[config.mk]
export PLATFORM = sky130hd
export DESIGN_NAME = mtm_alu_deserializer
export DESIGN_NICKNAME = d
export VERILOG_FILES = /design/src/rtl/mtm_alu_deserializer.sv
export SDC_FILE = /design/constraint.sdc
export NUM_CORES = 1
export LEC_CHECK = 0
export ABC_CLOCK_PERIOD_IN_PS = 3800
export CORE_MARGIN = 4
export CORE_UTILIZATION = 40
export DETAILED_ROUTE_END_ITERATION = 8
export PLACE_DENSITY = 0.68
export SYNTH_ARGS = -nofsm -noshare
export SYNTH_HDL_FRONTEND = slang
export SYNTH_SLANG_ARGS = --single-unit
[constraint.sdc]
create_clock -name clk -period 3.8 [get_ports clk]
set_input_delay 0.76 -clock clk [delete_from_list [all_inputs] [get_ports clk]]
set_output_delay 0.76 -clock clk [all_outputs]
set_load 0.05 [all_outputs]
[src/rtl/mtm_alu_deserializer.sv]
// Serial front end of the mtm_alu: recovers 11-bit frames from sin and assembles
// eight data bytes plus one command byte into a B/A/ctl packet on a valid/ready handshake.
module mtm_alu_deserializer #(
    parameter int DATA_BYTES = 8
) (
    input  logic        clk,
    input  logic        reset,
    input  logic        sin,
    output logic        pkt_valid,
    input  logic        pkt_ready,
    output logic [31:0] pkt_b,
    output logic [31:0] pkt_a,
    output logic [7:0]  pkt_ctl,
    output logic        pkt_err,
    output logic        frame_err,
    output logic        overrun
);

    localparam logic [3:0] FULL_CNT = 4'(DATA_BYTES);
    localparam logic [3:0] SAT_CNT  = 4'(DATA_BYTES + 1);

    typedef enum logic [0:0] {
        ST_IDLE = 1'b0,
        ST_RECV = 1'b1
    } state_t;

    state_t      state_r, state_s;
    logic [3:0]  bitcnt_r, bitcnt_s;
    logic [8:0]  shift_r, shift_s;
    logic [3:0]  bytecnt_r, bytecnt_s;
    logic [31:0] stage_b_r, stage_b_s;
    logic [31:0] stage_a_r, stage_a_s;
    logic [4:0]  slot_s;
    logic        stop_s, frame_bad_s, data_ok_s, cmd_ok_s;

    // Receiver and assembler state registers
    always_ff @(posedge clk) begin
        if (reset) begin
            state_r   <= ST_IDLE;
            bitcnt_r  <= 4'd0;
            shift_r   <= 9'd0;
            bytecnt_r <= 4'd0;
            stage_b_r <= 32'd0;
            stage_a_r <= 32'd0;
        end else begin
            state_r   <= state_s;
            bitcnt_r  <= bitcnt_s;
            shift_r   <= shift_s;
            bytecnt_r <= bytecnt_s;
            stage_b_r <= stage_b_s;
            stage_a_r <= stage_a_s;
        end
    end

    // Receiver next state: shift type + 8 data bits, then sample stop at bitcnt 9
    always_comb begin
        state_s  = state_r;
        bitcnt_s = bitcnt_r;
        shift_s  = shift_r;
        case (state_r)
            ST_IDLE: begin
                if (!sin) begin
                    state_s  = ST_RECV;
                    bitcnt_s = 4'd0;
                end else begin
                    state_s  = ST_IDLE;
                end
            end
            ST_RECV: begin
                if (bitcnt_r == 4'd9) begin
                    state_s = ST_IDLE;
                end else begin
                    shift_s  = {shift_r[7:0], sin};
                    bitcnt_s = bitcnt_r + 4'd1;
                end
            end
            default: begin
                state_s  = ST_IDLE;
                bitcnt_s = 4'd0;
            end
        endcase
    end

    assign stop_s      = (state_r == ST_RECV) && (bitcnt_r == 4'd9);
    assign frame_bad_s = stop_s && !sin;
    assign data_ok_s   = stop_s && sin && !shift_r[8];
    assign cmd_ok_s    = stop_s && sin && shift_r[8];
    // Byte k of each word lands at bit 31-8k, i.e. slot (3 - k) * 8
    assign slot_s      = {~bytecnt_r[1:0], 3'b000};

    // Packet assembler: place data bytes, saturate the count, clear on command or framing fault
    always_comb begin
        bytecnt_s = bytecnt_r;
        stage_b_s = stage_b_r;
        stage_a_s = stage_a_r;
        if (frame_bad_s || cmd_ok_s) begin
            bytecnt_s = 4'd0;
            stage_b_s = 32'd0;
            stage_a_s = 32'd0;
        end else if (data_ok_s) begin
            if (bytecnt_r < FULL_CNT) begin
                if (!bytecnt_r[2]) begin
                    stage_b_s[slot_s +: 8] = shift_r[7:0];
                end else begin
                    stage_a_s[slot_s +: 8] = shift_r[7:0];
                end
            end else begin
                stage_b_s = stage_b_r;
            end
            if (bytecnt_r != SAT_CNT) begin
                bytecnt_s = bytecnt_r + 4'd1;
            end else begin
                bytecnt_s = bytecnt_r;
            end
        end else begin
            bytecnt_s = bytecnt_r;
        end
    end

    // Output stage: load on completion unless a held packet is not being taken
    always_ff @(posedge clk) begin
        if (reset) begin
            pkt_valid <= 1'b0;
            pkt_b     <= 32'd0;
            pkt_a     <= 32'd0;
            pkt_ctl   <= 8'd0;
            pkt_err   <= 1'b0;
            frame_err <= 1'b0;
            overrun   <= 1'b0;
        end else begin
            frame_err <= frame_bad_s;
            overrun   <= cmd_ok_s && pkt_valid && !pkt_ready;
            if (cmd_ok_s && (!pkt_valid || pkt_ready)) begin
                pkt_valid <= 1'b1;
                pkt_b     <= stage_b_r;
                pkt_a     <= stage_a_r;
                pkt_ctl   <= shift_r[7:0];
                pkt_err   <= (bytecnt_r != FULL_CNT);
            end else if (pkt_valid && pkt_ready) begin
                pkt_valid <= 1'b0;
            end
        end
    end

endmodule

==> results.md <==
* Status: complete, no violations
* Total Routed Length at 16800 um
* Number of cells traversed by the worst hold path at 2
* Fill cells at 1504
* Critical Path Start Type: input pin
* Global-route wire length before repair at 27300 um
* Placement-stage worst setup slack at 0.960 ns
* Die height at 136 um
* Grt ovf at 0
* Post-cts repair resize count at 0
* Vias/cell at 5.95
* Worst slew pin tran at 0.932 ns
* Length of routed met2 wiring at 8310 um
* Number of slew-limit violations in the final report at 0
* Leading area contributor after synthesis: sky130_fd_sc_hd__dfxtp_1
* Die Outline Area at 18500 sq um
* Synth area leaders: sky130_fd_sc_hd__dfxtp_1 (48%), sky130_fd_sc_hd__o31ai_1 (8.6%), sky130_fd_sc_hd__nand4_1 (7.6%), sky130_fd_sc_hd__o32ai_1 (7.5%), sky130_fd_sc_hd__a21oi_1 (6.6%)
* Cell with the most instances after synthesis: sky130_fd_sc_hd__dfxtp_1
* Worst Reg-to-Reg Cells at 3
* Final setup skew at 0.00616 ns
* Cell Area, Synth at 6560 sq um
* Biggest fanout along the worst timing path at 17
* Vias at 5680
* Number of antenna violations at the first check in global routing at 0
* Data required time of the critical path at 4.12 ns
* Layout cells sized above 1 at 0.0690
* Clock transition at the register clock pins on the worst setup and hold paths after CTS at 0.06 ns
* Number of primary I/O pins at 80
* Number of enable flip-flop cells after synthesis at 0
* Number of placement rows at 46
* Startpoint-to-endpoint class of the critical path: in2reg
* DRT iter0 DRCs at 401
* Kind of capture point of the worst setup path: flip-flop
* Layout Cell Area excl Fill at 8000 sq um
* Final Net Count at 739
* Wire length per cell at 17.6 um
* Time the final worst path needs with I/O delays and setup at 2.45 ns
* Clk root buf: sky130_fd_sc_hd__clkbuf_16
* Yosys cell types at 43
* Number of maximum-capacitance constraint violations at 0
* Fin worst setup slack at 1.35 ns
* Static leakage at 2.39 nW
* Maximum number of pins on one net before global-route repair at 93
* Count of H-tree levels built during CTS at 4
* Top flip-flop cell by instance count after synthesis: sky130_fd_sc_hd__dfxtp_1
* Average size of a mapped cell at 9.32 sq um
* Top-area cell type share of the netlist area at 0.482
* M1 WL at 7310 um
* Peak supply drop at 0.000308 V
* Buffers on Ports at 79
* Initial Utilization at 0.410
* Arrival time reported for the critical path endpoint at 2.77 ns
* Post-CTS repair timing setup buffer count at 0
* Area of the core region at 16000 sq um
* Period Utilization, post-route at 0.644
* Final antenna-violating net count at 0
* Total CTS buffers at 17
* Total clock sinks at 158
* Number of endpoints with negative hold slack in the final report at 0
* Number of warnings reported in the yosys synthesis log at 0
* Post-Syn Nets at 715
* Total of endpoints with negative setup slack in the final report at 0
* Power density over cell area at 456 nW/um^2
* Routed length on met3 at 944 um
* Register area share after synthesis at 0.482
* Ys async rst share at 0
* Setup TNS at 0 ns
* Post-synthesis register bit count at 158
* Top cells by count, synth: sky130_fd_sc_hd__dfxtp_1 (158), sky130_fd_sc_hd__a21oi_1 (87), sky130_fd_sc_hd__nand4_1 (80)
* CTS Buffer Depth at 2
* Number of iterations in the first detailed-routing pass at 5
* Synth Instances at 704
* Achievable frequency at 409 MHz
* CTS tree: yes
* Clock latency on the worst-skew pair at 0.42 ns
* DRC violation count after routing at 0
* Post-layout total power at 3.65 mW
* Area overhead of the layout relative to synthesis at 21.9%
* Final weighted congestion of routability-driven global placement at 0.860
* Dpl hpwl at 11000 um
* Class of the worst hold path: reg2reg
* Area of placed instances at 7360 sq um
* Number of global-route vias before repair at 5392
* Hold-fix buffers, CTS at 0
* Die Width at 136 um
* RSZ-0062 raised after global routing: no
* Final core utilization at 0.500
* Diodes inserted at 0
* Slew margin rel. at 0.379
* Total Routing Usage GR at 0.183
* Top sig layer: met4
metal layers:
metal | up-vias | global-route usage
met3 | 22 | 0.0500
met5 | - | 0
li1 | 2745 | -
met2 | 160 | 0.308
met4 | 0 | 0.0526
met1 | 2753 | 0.229
worst paths after layout:
kind                              start                         end  slack, ns
hold reg to reg   pkt_a[6]$_SDFFE_PP0P_       pkt_a[6]$_SDFFE_PP0P_       0.47
setup reg to reg     state_r$_SDFF_PP0_  stage_a_r[17]$_SDFFE_PP0P_       1.50
setup / recovery                    sin  stage_a_r[17]$_SDFFE_PP0P_       1.35
hold / removal    pkt_a[6]$_SDFFE_PP0P_       pkt_a[6]$_SDFFE_PP0P_       0.47
cell usage in the layout (no fill, tap or decap), types with 7 or more instances in the layout:
master,netlist,routed
sky130_fd_sc_hd__a32o_1,9,9
sky130_fd_sc_hd__o32ai_1,56,56
sky130_fd_sc_hd__buf_4,4,7
sky130_fd_sc_hd__o21ai_0,12,12
sky130_fd_sc_hd__nand3_1,10,10
sky130_fd_sc_hd__inv_1,69,69
sky130_fd_sc_hd__o31ai_1,75,75
sky130_fd_sc_hd__nand4_1,80,80
sky130_fd_sc_hd__dfxtp_1,158,158
sky130_fd_sc_hd__a21oi_1,87,87
sky130_fd_sc_hd__clkbuf_16,0,17
sky130_fd_sc_hd__ha_1,7,7
sky130_fd_sc_hd__clkdlybuf4s50_1,0,78
cells by family (layout without fill, tap and decap cells):
family                     Yosys count  count (layout)  share of synthesized area
and+or+nand+nor                    140             140                      0.145
buffers and inverters              153             188                      0.100
AOI/OAI and AO/OA                  245             245                      0.258
adders and majority gates            7               7                     0.0133
DFF                                158             158                      0.482
muxes                                1               1                    0.00153
sequential cells by signal (all words and copies together), names as in the netlist:
name and flops:
bytecnt_r 4, frame_err 1, pkt_valid 1, state_r 1
pkt_ctl 8, stage_a_r 32, bitcnt_r 4, stage_b_r 32
pkt_err 1, shift_r 9, pkt_a 32, pkt_b 32
overrun 1
worst max-delay path, stage by stage:
cell                              delay (ns)
sky130_fd_sc_hd__clkdlybuf4s50_1        0.65
sky130_fd_sc_hd__and4b_1                0.66
sky130_fd_sc_hd__nand4_1                0.46
sky130_fd_sc_hd__o32ai_1                0.24
power by group:
part / switching (mW) / internal, mW
combinational: 0.0856 / 0.0185
sequential: 0.00836 / 1.66
clock: 0.637 / 1.24
total: 0.731 / 2.92
stage by stage:
stage	hold WS, ns	instances
after floorplan	0.447	704
after global placement	0.460	925
final	0.467	955
after global routing	0.486	955
after CTS	0.469	955
after detailed placement	0.461	925
cell type report:
type                    count  area (sq um)  share of cell area
well taps                 216           270              0.0338
flip-flops and latches    158          3160               0.395
clock inverters             7           185              0.0231
inverters                  69           259              0.0324
clock buffers              23           458              0.0572
multi-input cells         393          2770               0.346
repair buffers             89           898               0.112
Note: power is estimated with default switching activity, not from simulation.
